`config.mk`:
```
export PLATFORM = sky130hd
export DESIGN_NAME = chan_arbiter
export DESIGN_NICKNAME = d
export VERILOG_FILES = /design/src/rtl/chan_arbiter.sv
export SDC_FILE = /design/constraint.sdc
export NUM_CORES = 1
export LEC_CHECK = 0
export CAP_MARGIN = 40
export CORE_MARGIN = 10
export CORE_UTILIZATION = 44
export DETAILED_ROUTE_END_ITERATION = 6
export GPL_ROUTABILITY_DRIVEN = 1
export HOLD_SLACK_MARGIN = 0.05
export PLACE_DENSITY_LB_ADDON = 0.25
export SLEW_MARGIN = 20
export SYNTH_ARGS = -nofsm -noshare
export SYNTH_HDL_FRONTEND = slang
export SYNTH_SLANG_ARGS = --single-unit
export TNS_END_PERCENT = 1
```
`constraint.sdc`:
```
create_clock -name clk -period 7.8 [get_ports clk]
set_clock_uncertainty 0.1 [all_clocks]
set_input_delay 1.95 -clock clk [delete_from_list [all_inputs] [get_ports clk]]
set_output_delay 1.95 -clock clk [all_outputs]
set_load 0.05 [all_outputs]
```
`src/rtl/chan_arbiter.sv`:
```
// chan_arbiter: round-robin merger of NCH channel output FIFOs into one 16-bit block stream.
// A grant drains one whole block (control word plus L data words) before the next channel
// is considered, so blocks never interleave on dout.
// Optional build macro: ARB_CWCHK_EN enables control-word checking, the DROP state and the
// sticky cw_err flag. Without it cw_err is tied low and every CW is trusted.
module chan_arbiter #(
  parameter int unsigned NCH = 16,
  parameter int unsigned CHW = 4
) (
  input  logic              clk,
  input  logic              reset,
  input  logic [NCH-1:0]    req,
  output logic [NCH-1:0]    ack,
  input  logic [16*NCH-1:0] din,
  input  logic              ofull,
  output logic [15:0]       dout,
  output logic              dout_we,
  output logic              dout_sob,
  output logic              busy,
  output logic              cw_err
);

  localparam logic [1:0] StIdle = 2'd0;
  localparam logic [1:0] StAck  = 2'd1;
  localparam logic [1:0] StTail = 2'd2;
`ifdef ARB_CWCHK_EN
  localparam logic [1:0] StDrop = 2'd3;
`endif

  logic [1:0]     state_q, state_d;
  logic [CHW-1:0] ch_q, ch_d;
  logic [CHW-1:0] rr_q, rr_d;
  logic [8:0]     len_q, len_d;
  logic [9:0]     cnt_q, cnt_d;
  logic           tail_q, tail_d;   // one extra TAIL cycle pending (after DROP)
  logic           drop_q, drop_d;   // current TAIL belongs to a dropped word: no output
  logic [15:0]    dout_q;
  logic           dout_we_q;
  logic           dout_sob_q;

  logic           gnt_found;
  logic [CHW-1:0] gnt_idx;
  logic [CHW-1:0] sel_ch;
  logic [15:0]    sel_word;
  logic           ack_on;
  logic           wr_en;
  logic           sob_en;

`ifdef ARB_CWCHK_EN
  logic           err_q, err_d;
  logic           cw_bad;
`endif

  // Round-robin search: first requesting channel strictly after rr_q, wrapping to 0.
  always_comb begin
    int unsigned idx;
    gnt_found = 1'b0;
    gnt_idx   = '0;
    idx       = 0;
    for (int unsigned i = 1; i <= NCH; i++) begin
      idx = (32'(rr_q) + i) % NCH;
      if (!gnt_found && req[idx[CHW-1:0]]) begin
        gnt_found = 1'b1;
        gnt_idx   = idx[CHW-1:0];
      end
    end
  end

  // In IDLE the candidate's CW is inspected; afterwards the granted channel is streamed.
  assign sel_ch   = (state_q == StIdle) ? gnt_idx : ch_q;
  assign sel_word = din[{sel_ch, 4'b0000} +: 16];

`ifdef ARB_CWCHK_EN
  assign cw_bad = !sel_word[15] || (sel_word[8:0] == 9'd0);
  assign ack_on = (state_q == StAck) || (state_q == StDrop);
`else
  assign ack_on = (state_q == StAck);
`endif

  // Word i of the block reaches din two cycles after its ack, so writes lag ack by one
  // cycle and the final word is written during TAIL.
  assign wr_en  = ((state_q == StAck) && (cnt_q != 10'd0)) ||
                  ((state_q == StTail) && !drop_q);
  assign sob_en = ((state_q == StAck) && (cnt_q == 10'd1)) ||
                  ((state_q == StTail) && !drop_q && (len_q == 9'd0));

  assign busy = (state_q != StIdle);

  // One-hot read strobe for the granted channel.
  always_comb begin
    ack = '0;
    if (ack_on) ack[ch_q] = 1'b1;
  end

  // Next-state logic for the IDLE -> ACK -> TAIL (-> IDLE) sequence.
  always_comb begin
    state_d = state_q;
    ch_d    = ch_q;
    rr_d    = rr_q;
    len_d   = len_q;
    cnt_d   = cnt_q;
    tail_d  = tail_q;
    drop_d  = drop_q;
`ifdef ARB_CWCHK_EN
    err_d   = err_q;
`endif
    case (state_q)
      StIdle: begin
        if (!ofull && gnt_found) begin
          ch_d   = gnt_idx;
          rr_d   = gnt_idx;
          len_d  = sel_word[8:0];
          cnt_d  = 10'd0;
          tail_d = 1'b0;
          drop_d = 1'b0;
`ifdef ARB_CWCHK_EN
          state_d = cw_bad ? StDrop : StAck;
`else
          state_d = StAck;
`endif
        end
      end
      StAck: begin
        if (cnt_q == {1'b0, len_q}) begin
          state_d = StTail;
          tail_d  = 1'b0;
        end else begin
          cnt_d = cnt_q + 10'd1;
        end
      end
      StTail: begin
        if (tail_q) tail_d = 1'b0;
        else        state_d = StIdle;
      end
`ifdef ARB_CWCHK_EN
      StDrop: begin
        // Discard a single word so a desynchronised channel is drained word by word.
        state_d = StTail;
        tail_d  = 1'b1;
        drop_d  = 1'b1;
        err_d   = 1'b1;
      end
`endif
      default: state_d = StIdle;
    endcase
  end

  // FSM and block bookkeeping registers.
  always_ff @(posedge clk) begin
    if (reset) begin
      state_q <= StIdle;
      ch_q    <= '0;
      rr_q    <= CHW'(NCH - 1);
      len_q   <= '0;
      cnt_q   <= '0;
      tail_q  <= 1'b0;
      drop_q  <= 1'b0;
    end else begin
      state_q <= state_d;
      ch_q    <= ch_d;
      rr_q    <= rr_d;
      len_q   <= len_d;
      cnt_q   <= cnt_d;
      tail_q  <= tail_d;
      drop_q  <= drop_d;
    end
  end

  // Output pipeline: dout follows the selected channel's din by one cycle.
  always_ff @(posedge clk) begin
    if (reset) begin
      dout_q     <= '0;
      dout_we_q  <= 1'b0;
      dout_sob_q <= 1'b0;
    end else begin
      dout_we_q  <= wr_en;
      dout_sob_q <= sob_en;
      if (wr_en) dout_q <= sel_word;
    end
  end

  assign dout     = dout_q;
  assign dout_we  = dout_we_q;
  assign dout_sob = dout_sob_q;

`ifdef ARB_CWCHK_EN
  // Sticky bad-CW flag, cleared only by reset.
  always_ff @(posedge clk) begin
    if (reset) err_q <= 1'b0;
    else       err_q <= err_d;
  end
  assign cw_err = err_q;
`else
  assign cw_err = 1'b0;
`endif

endmodule

```
==> After elaboration in Yosys (flattened, before gate mapping) <==
Cells that the tools add are included.
{ "totals": {"wordCells": 179, "regBits": 48, "out_inout_bits": 36, "input_bits": 275} }
{ "classes": {"magnitude_cmp": 18, "addsub": 17, "muxes": 78, "reduce_logical": 48, "eq_ne": 8, "n_shift": 1} }
{ "op_table": {"columns": ["cell", "count"], "rows": [
  ["variable part select 256 x 9 -> 16 bit", 1],
  ["less-than comparator 4 x 5 -> 1 bit, second input constant", 17],
  ["two-way mux 4 bit", 17],
  ["binary-select mux 1 bit (select 4 bit)", 16],
  ["two-way mux 1 bit", 35],
  ["adder 4 bit, second input constant", 8],
  ["logical AND 1 bit", 20],
  ["two-way mux 10 bit", 2],
  ["one-hot mux 10 bit (2 select lines)", 1],
  ["adder 4 x 3 -> 4 bit, second input constant", 4],
  ["zero test 1 bit", 16],
  ["two-way mux 16 bit", 1],
  ["adder 10 x 1 -> 10 bit, second input constant", 1],
  ["equality test 10 x 1 -> 1 bit, second input constant", 1],
  ["equality test 10 x 9 -> 1 bit", 1],
  ["nonzero test 10 bit", 1],
  ["zero test 9 bit", 1],
  ["AND reduction 3 bit", 3],
  ["adder 4 x 1 -> 4 bit, second input constant", 2],
  ["adder 4 x 2 -> 4 bit, second input constant", 2],
  ["two-way mux 2 bit", 3],
  ["one-hot mux 2 bit (3 select lines)", 1],
  ["demux 1 bit (select 4 bit)", 1],
  [">= comparator 4 x 1 -> 1 bit, second input constant", 1],
  ["10 further kinds", 14]
]} }

==> Longest topological paths before layout <==
Gate-level depths: netlist (run 1).
{ "depth": {"depth_word": 52, "ltp_mapped": 23, "depth_no_buf": 14} }

==> Least setup slack after synthesis (run 1) <==
OpenSTA, ideal clock, no wires.
{ "synth_path": {"kind": "input to register", "startpoint": "input port req[13]", "endpoint": "register dout_q[14], in the netlist dout[14]", "cell_stages": 13, "slack_ns": 2.097, "t_required_ns": 7.566, "t_arrival_ns": 5.470, "n_path_buf": 2, "setup_time_ns": 0.134, "path_cell_list": "mux2_1 > mux2_2 > mux4_2 > or4_4 > or4_1 > o211ai_2 > o211ai_2 > buf_2 > nand2_2 > buf_4 > mux4_2 > a22oi_1 > a31oi_1"} }
{ "synth_via": {"elab_chain_cells": 50, "word_cells_on_any_way": 95, "classes_between": "shift (1); mux (64); reduce/logical (30)"} }
{ "synth_lines": {"columns": ["item", "line", "source"], "rows": [
  ["from (decl)", "12", "input logic [NCH-1:0] req,"],
  ["binary-select mux 1 bit (select 4 bit)", "62", "if (!gnt_found && req[idx[CHW-1:0]]) begin"],
  ["two-way mux 1 bit (not written as such)", "62", null],
  ["two-way mux 1 bit", "62", null],
  ["zero test 1 bit", "62", null],
  ["logical AND 1 bit", "62", null],
  ["two-way mux 1 bit", "62", null],
  ["zero test 1 bit", "62", null],
  ["logical AND 1 bit", "62", null],
  ["[... 34 more ...]", null, null],
  ["zero test 1 bit", "62", null],
  ["logical AND 1 bit", "62", null],
  ["two-way mux 1 bit", "62", null],
  ["zero test 1 bit", "62", null],
  ["logical AND 1 bit", "62", null],
  ["two-way mux 4 bit (*)", "62", null],
  ["two-way mux 4 bit (*)", "70", "assign sel_ch = (state_q == StIdle) ? gnt_idx : ch_q;"],
  ["variable part select 256 x 9 -> 16 bit (*)", "71", "assign sel_word = din[{sel_ch, 4'b0000} +: 16];"],
  ["to (signal assigned)", "178", "if (wr_en) dout_q <= sel_word;"],
  ["to (decl)", "37", "logic [15:0] dout_q;"]
]} }
Mark *: on every way between the ends. The rest lies on a longest branch, timed or not. The select of a mux whose other input is x is not followed.
A chain may end at the register's enable or synchronous reset.

==> Final worst setup path (run 1) <==
{ "layout_path": {"startpoint": "input port req[14]", "endpoint": "register dout_q[4], in the netlist dout[4]"} }
The elaborated chain is that of the path after synthesis.

==> out/results.md, run 1 <==
| Quantity | Reported |
|:---|:---|
| Run status | finished, final reports clean |
| Chip width | 147.8 um |
| Register clock-pin slew on the reported worst setup and hold paths | 0.06 ns |
| Most area-hungry cell type in the Yosys netlist | sky130_fd_sc_hd__mux2i_1 |
| Post-Synthesis Mean Instance Area | 8.147 um^2 |
| Vias in the first global route | 8362 |
| Hold Path End | dout[3] |
| Drc violations | 0 |
| Initial antenna violation count | 5 |
| Cell Area, Synth | 7186 um^2 |
| Slew HR | 44.82% |
| Arrival time of data at the critical path endpoint | 6.95 ns |
| DIE HEIGHT | 147.8 um |
| Share of cells above drive strength 1 | 8.537% |
| Post-cts sizing count | 0 |
| Number of max-cap violations | 0 |
| Clock period minus final worst setup slack | 6.896 ns |
| Setup Total Neg Slack | 0 ns |
| R2r worst-path depth | 15 |
| Final max-slew violation count | 0 |
| Pre-antenna DRT Iters | 6 |
| H-tree levels | 2 |
| CTS sink cnt | 47 |
| Wirelength, routed | 32.62 mm |
| Count of hold buffers inserted by post-cts repair | 0 |
| Maximum net fanout on the critical path | 12 |
| Startpoint of the worst register-to-register path | rr_q[2] |
| Required time worst endpoint | 7.85 ns |
| Clock latency on the worst-skew pair | 0.30 ns |
| Critical Path Source Type | input pin |
| Final Net Count | 1433 |
| Final GP Congestion | 1.012 |
| Hold Startpoint | dout[3] |
| First-pass GRT wire length | 49.49 mm |
| Final period utilization | 88.41% |
| Worst-margin pin slew | 0.8278 ns |
| Unrepaired setup endpoints after global routing | no |
| Maximum clock frequency | 0.1450 GHz |
| Starting utilization of the core area | 45.07% |
| Buffers on Ports | 309 |
| Primary FF master, synth | sky130_fd_sc_hd__dfxtp_1 |
| Syn Nets | 1168 |
| Proportion of netlist area held by the largest area contributor | 16.99% |
| Largest cells by area after synthesis | sky130_fd_sc_hd__mux2i_1, sky130_fd_sc_hd__dfxtp_1, sky130_fd_sc_hd__mux4_2, sky130_fd_sc_hd__o2111a_1, sky130_fd_sc_hd__nand2_1 |
| Netlist cell types | 68 |
| Hold Path Depth | 2 |
| Synthesized flop and latch total | 47 |
| Total half-perimeter wirelength after legalization and detailed placement | 26.81 mm |
| Site Rows | 46 |
| Number of DRC markers after the initial detailed-route iteration | 965 |
| Final hold violation count | 0 |
| Crit path kind | input pin to flip-flop |
| I/O Pins | 311 |
| Share of async-settable or async-resettable flops after synthesis | 0% |
| Number of buffers inserted during clock tree synthesis | 5 |
| Remaining number of nets flagged by the antenna check after routing | 0 |
| Syn. warnings | 0 |
| Longest Clk Path Bufs | 2 |
| Share of synthesized area occupied by flip-flops and latches | 13.09% |
| Post-synthesis cell count | 882 |
| Pin count of the biggest net entering global routing | 65 |
| Number of flops mapped to enable cells by yosys | 0 |
| Number of buffers inserted to repair setup after CTS | 0 |
| Total die area | 21840 um^2 |
| WL per Instance | 23.83 um |
| R2r setup slk | 1.70 ns |
| R2r endpoint | dout[4] |
| Most used cells in the layout excluding fill and tap cells | sky130_fd_sc_hd__clkdlybuf4s50_1, sky130_fd_sc_hd__mux2i_1, sky130_fd_sc_hd__nand2_1, sky130_fd_sc_hd__nor2_1 |
| Vias per inst | 6.189 |
| Setup Viol. Count Final | 0 |
| Aggregate global routing overflow | 0 |
| Most common cell after layout, fill and taps aside | sky130_fd_sc_hd__clkdlybuf4s50_1 |
| CP endpoint kind | flip-flop |
| Global-route usage over all layers | 28.25% |
| Core area | 15940 um^2 |
| Synthesis-to-finish area growth | 47.14% |
| Fillers | 1376 |
| Library cell used as clock root buffer | sky130_fd_sc_hd__clkbuf_16 |
| Routed via count | 8473 |
| Path class of the lowest-slack min-delay path | flip-flop to flip-flop |
| Clock tree from TritonCTS | yes |
[cell usage after synthesis, types with 9 or more instances]
cell type                  number
sky130_fd_sc_hd__and3_1        18
sky130_fd_sc_hd__nor2_1        53
sky130_fd_sc_hd__a211oi_1      10
sky130_fd_sc_hd__o21ai_0       13
sky130_fd_sc_hd__o21ai_1       10
sky130_fd_sc_hd__nor4_1        12
sky130_fd_sc_hd__buf_2         26
sky130_fd_sc_hd__a221oi_1       9
sky130_fd_sc_hd__nand3_1       47
sky130_fd_sc_hd__nand2_1       72
sky130_fd_sc_hd__mux2i_1      122
sky130_fd_sc_hd__inv_1         38
sky130_fd_sc_hd__mux2_2        18
sky130_fd_sc_hd__o2111a_1      27
sky130_fd_sc_hd__xor2_1        11
sky130_fd_sc_hd__nor3_1        18
sky130_fd_sc_hd__ha_1          11
sky130_fd_sc_hd__clkbuf_1      36
sky130_fd_sc_hd__dfxtp_1       47
sky130_fd_sc_hd__nand2b_1      23
sky130_fd_sc_hd__mux4_2        30
sky130_fd_sc_hd__o22ai_1       15
sky130_fd_sc_hd__a21oi_1       24
sky130_fd_sc_hd__a22oi_1       16
sky130_fd_sc_hd__a311oi_1      29
sky130_fd_sc_hd__xnor2_1       20
sky130_fd_sc_hd__nand3b_1      11
[cells by family after synthesis]
kind of cell	Yosys count	share of synthesized area, %
AOI/OAI and AO/OA	205	22.67
xor gates and xnor gates	31	3.779
adders and majority gates	11	1.915
buffers and inverters	116	7.331
DFF	47	13.09
muxes	175	30.00
other	1	0.05219
and+or+nand+nor	296	21.16
[through the flow]
| stage | area [um^2] | hold WS [ns] | util [%] | setup slack (ns) | instances |
|---|---|---|---|---|---|
| floorplan | 7186 | 0.3773 | - | 2.097 | 882 |
| global placement | 10380 | 0.3739 | 65.11 | 0.8645 | 1354 |
| detailed placement | 10410 | 0.3755 | 65.28 | 0.7590 | 1355 |
| CTS | 10550 | 0.3886 | 66.19 | 1.031 | 1363 |
| global route | 10570 | 0.4142 | 66.32 | 0.6395 | 1369 |
| finish | 10570 | 0.3930 | 66.32 | 0.9037 | 1369 |
[registers in the layout, summed over array words and instances (netlist names)]
register / cells
ch_q: 4
cnt_q: 10
dout: 16
dout_sob: 1
dout_we: 1
len_q: 9
rr_q: 4
state_q: 2
[layer usage]
| layer | wire length [um] | global-route usage [%] |
|---|---|---|
| met5 | 0 | 0 |
| met4 | 1103 | 10.51 |
| met2 | 15860 | 47.75 |
| met3 | 3039 | 6.074 |
| met1 | 12620 | 34.42 |
[worst max-delay path, cell delays in order]
cell,delay [ns]
sky130_fd_sc_hd__clkdlybuf4s50_1,0.52
sky130_fd_sc_hd__mux2_1,0.36
sky130_fd_sc_hd__mux2_2,0.30
sky130_fd_sc_hd__mux4_2,0.62
sky130_fd_sc_hd__nor4_1,0.53
sky130_fd_sc_hd__nand4_1,0.22
sky130_fd_sc_hd__o32a_1,0.41
sky130_fd_sc_hd__and2_1,0.16
sky130_fd_sc_hd__a21oi_1,0.54
sky130_fd_sc_hd__nand2b_1,0.44
sky130_fd_sc_hd__a311oi_1,0.09
sky130_fd_sc_hd__nor4_1,0.66
sky130_fd_sc_hd__o22ai_1,0.14
[worst max-delay path by stage]
stage | startpoint | to | slack [ns] | cells after the start
floorplan | req[13] | dout[14] | 2.10 | 13
finish | req[14] | dout[4] | 0.90 | 13
CTS | req[13] | dout[4] | 1.03 | 13
global placement | req[13] | dout[4] | 0.86 | 13
global route | req[13] | dout[4] | 0.64 | 13
detailed placement | req[13] | dout[4] | 0.76 | 13
[layout make-up]
class | instances | area (um^2) | area share (%)
multi-input cells | 719 | 5732 | 54.21
repair buffers | 333 | 3318 | 31.38
flip-flops and latches | 47 | 940.9 | 8.899
well taps | 216 | 270.3 | 2.556
inverters | 41 | 153.9 | 1.456
clock buffers | 6 | 128.9 | 1.219
clock inverters | 2 | 16.27 | 0.1538
diodes | 5 | 12.51 | 0.1183
Power of run 1 is left out: the tool's default activity adds up to more than one toggle a clock period on the data nets, which glitch-free logic cannot reach.
==> run 2, diff against run 1 <==
GPL_TIMING_DRIVEN = 0   (was unset)
SETUP_SLACK_MARGIN = 0.15   (was unset)
==> run 2 against run 1 <==
Clock-buffer cell count unchanged; non-clock buffer count is 52 higher; first-iteration DRC count rose by 1.6%; routed wire length grew 5.3%; core utilization up 0.89 points; worst setup slack got worse by 0.38 ns; register-to-register slack worse by 1.2 ns; critical path type is now flip-flop to flip-flop.
==> out/results.md, run 2 (same netlist as run 1, synthesis figures left out) <==
| Quantity | Reported | Delta |
|:---|:---|:---|
| Number of DRC markers after the initial detailed-route iteration | 980 | +1.6% |
| Initial antenna violation count | 4 | -1 |
| Unrepaired setup endpoints after global routing | yes |  |
| Number of max-cap violations | 0 | unchanged |
| Maximum net fanout on the critical path | 10 | -2 |
| Final GP Congestion | 1.018 | +0.55% |
| Setup Total Neg Slack | 0 ns | unchanged |
| Site Rows | 46 | unchanged |
| Worst-margin pin slew | 0.8787 ns | +0.05098 ns |
| Setup Viol. Count Final | 0 | unchanged |
| Final period utilization | 93.23% | +4.8 points |
| Aggregate global routing overflow | 0 | unchanged |
| First-pass GRT wire length | 51.01 mm | +3.1% |
| Most used cells in the layout excluding fill and tap cells | sky130_fd_sc_hd__clkdlybuf4s50_1, sky130_fd_sc_hd__mux2i_1, sky130_fd_sc_hd__nand2_1, sky130_fd_sc_hd__nor2_1 |  |
| Maximum clock frequency | 0.1375 GHz | -5.2% |
| DIE HEIGHT | 147.8 um | unchanged |
| Routed via count | 8811 | +4.0% |
| H-tree levels | 2 | unchanged |
| Global-route usage over all layers | 29.53% | +1.3 points |
| Vias per inst | 6.205 | +0.25% |
| Final WS setup | 0.5282 ns | -0.3755 ns |
| Slew HR | 41.00% | -3.8 points |
| Number of flip-flops under the largest register name | 16 | unchanged |
| WL per Instance | 24.20 um | +1.6% |
| Worst slack after detailed placement | 0.5688 ns | -0.1901 ns |
| Pre-antenna DRT Iters | 5 | -1 |
| Critical Path Source Type | flip-flop |  |
| Final Net Count | 1485 | +3.6% |
| Vias in the first global route | 8754 | +4.7% |
| Path class of the lowest-slack min-delay path | flip-flop to flip-flop |  |
| Clock latency on the worst-skew pair | 0.29 ns | about the same |
| Core area | 15940 um^2 | unchanged |
| Clock period minus final worst setup slack | 7.272 ns | +0.3755 ns |
| Total die area | 21840 um^2 | unchanged |
| Count of hold buffers inserted by post-cts repair | 0 | unchanged |
| Register clock-pin slew on the reported worst setup and hold paths | 0.07 ns | about the same |
| Number of buffers inserted during clock tree synthesis | 5 | unchanged |
| Area occupied by multi-input gates | 5724 um^2 | -0.13% |
| Wirelength, routed | 34.36 mm | +5.3% |
| Synthesis-to-finish area growth | 49.12% |  |
| Run status | finished, final reports clean |  |
| Library cell used as clock root buffer | sky130_fd_sc_hd__clkbuf_16 |  |
| Remaining number of nets flagged by the antenna check after routing | 0 | unchanged |
| CTS sink cnt | 47 | unchanged |
| Final hold violation count | 0 | unchanged |
| Required time worst endpoint | 7.86 ns | about the same |
| Utilization of the core after routing | 67.21% | +0.89 points |
| Drc violations | 0 | unchanged |
| Total half-perimeter wirelength after legalization and detailed placement | 28.77 mm | +7.3% |
| Clock tree from TritonCTS | yes |  |
| Starting utilization of the core area | 45.07% | unchanged |
| Sequential standard cell area | 940.9 um^2 | unchanged |
| Fillers | 1369 | -0.51% |
| Pin count of the biggest net entering global routing | 16 | -75% |
| Final max-slew violation count | 0 | unchanged |
| Crit path kind | flip-flop to flip-flop |  |
| Arrival time of data at the critical path endpoint | 7.33 ns | +0.38 ns |
| Longest Clk Path Bufs | 2 | unchanged |
| I/O Pins | 311 | unchanged |
| Most common cell after layout, fill and taps aside | sky130_fd_sc_hd__clkdlybuf4s50_1 |  |
| Share of cells above drive strength 1 | 9.250% | +0.71 points |
| Chip width | 147.8 um | unchanged |
| CP endpoint kind | flip-flop |  |
| Buffers on Ports | 309 | unchanged |
-- run 2: cell types whose count changed in the layout (fill, tap and decap cells not counted), moves of 2 or more --
cell,before,now
sky130_fd_sc_hd__buf_4,20,3
sky130_fd_sc_hd__clkbuf_1,1,37
sky130_fd_sc_hd__buf_2,0,27
sky130_fd_sc_hd__buf_6,0,6
sky130_fd_sc_hd__buf_12,2,0
sky130_fd_sc_hd__buf_1,0,2
sky130_fd_sc_hd__clkbuf_2,0,2
-- run 2: worst paths after layout --
kind	slack [ns]	start	cells after the start	to
worst min register to register	0.39	dout[1]	2	dout[1]
worst max-delay path	0.53	rr_q[2]	21	dout[0]
worst max register to register	0.53	rr_q[2]	21	dout[0]
worst min-delay path	0.39	dout[1]	2	dout[1]
-- run 2: repair_timing --
item,in CTS,in global routing
buffers inserted,0,0
gates resized for setup,0,1
setup endpoints to repair,0,9
-- run 2: final cells by class --
type | instances | area share [%]
multi-input combinational | 719 | 53.42
buffer | 75 | 3.480
inverter | 41 | 1.436
antenna | 4 | 0.09341
sequential | 47 | 8.781
clock inverter | 2 | 0.1518
clock buffer | 6 | 1.203
tap | 216 | 2.522
timing repair buffer | 310 | 28.91
-- run 2: worst max-delay path: stages, from the launching register on --
cell and delay, ns:
sky130_fd_sc_hd__dfxtp_1 0.41, sky130_fd_sc_hd__buf_2 0.21, sky130_fd_sc_hd__buf_2 0.29, sky130_fd_sc_hd__buf_2 0.30
sky130_fd_sc_hd__clkbuf_1 0.47, sky130_fd_sc_hd__inv_1 0.30, sky130_fd_sc_hd__ha_1 0.40, sky130_fd_sc_hd__clkbuf_1 0.42
sky130_fd_sc_hd__clkinv_1 0.36, sky130_fd_sc_hd__mux2i_1 0.24, sky130_fd_sc_hd__o211a_1 0.35, sky130_fd_sc_hd__and3_1 0.22
sky130_fd_sc_hd__clkbuf_1 0.18, sky130_fd_sc_hd__and3_1 0.20, sky130_fd_sc_hd__o32ai_1 0.33, sky130_fd_sc_hd__a32oi_1 0.16
sky130_fd_sc_hd__o211ai_2 0.59, sky130_fd_sc_hd__clkbuf_1 0.42, sky130_fd_sc_hd__o2111a_1 0.36, sky130_fd_sc_hd__a211oi_1 0.08
sky130_fd_sc_hd__nor4_1 0.56, sky130_fd_sc_hd__o22ai_1 0.15
-- run 2: per-stage QoR --
| step | hold WS, ns | instance area, um^2 | cells |
|---|---|---|---|
| final | 0.3892 | 10720 | 1420 |
| after global routing | 0.4162 | 10720 | 1420 |
| after CTS | 0.3887 | 10700 | 1416 |
| after detailed placement | 0.3752 | 10550 | 1408 |
| after global placement | 0.3736 | 10550 | 1407 |
| after floorplan | 0.3773 | 7186 | 882 |
-- run 2: per-layer routing --
layer	share of wire, %	track usage (%)
met3	11	7.723
met5	0	0
met4	3.2	10.16
met1	37	34.61
met2	50	50.97
Power of run 2 is left out for the same reason.
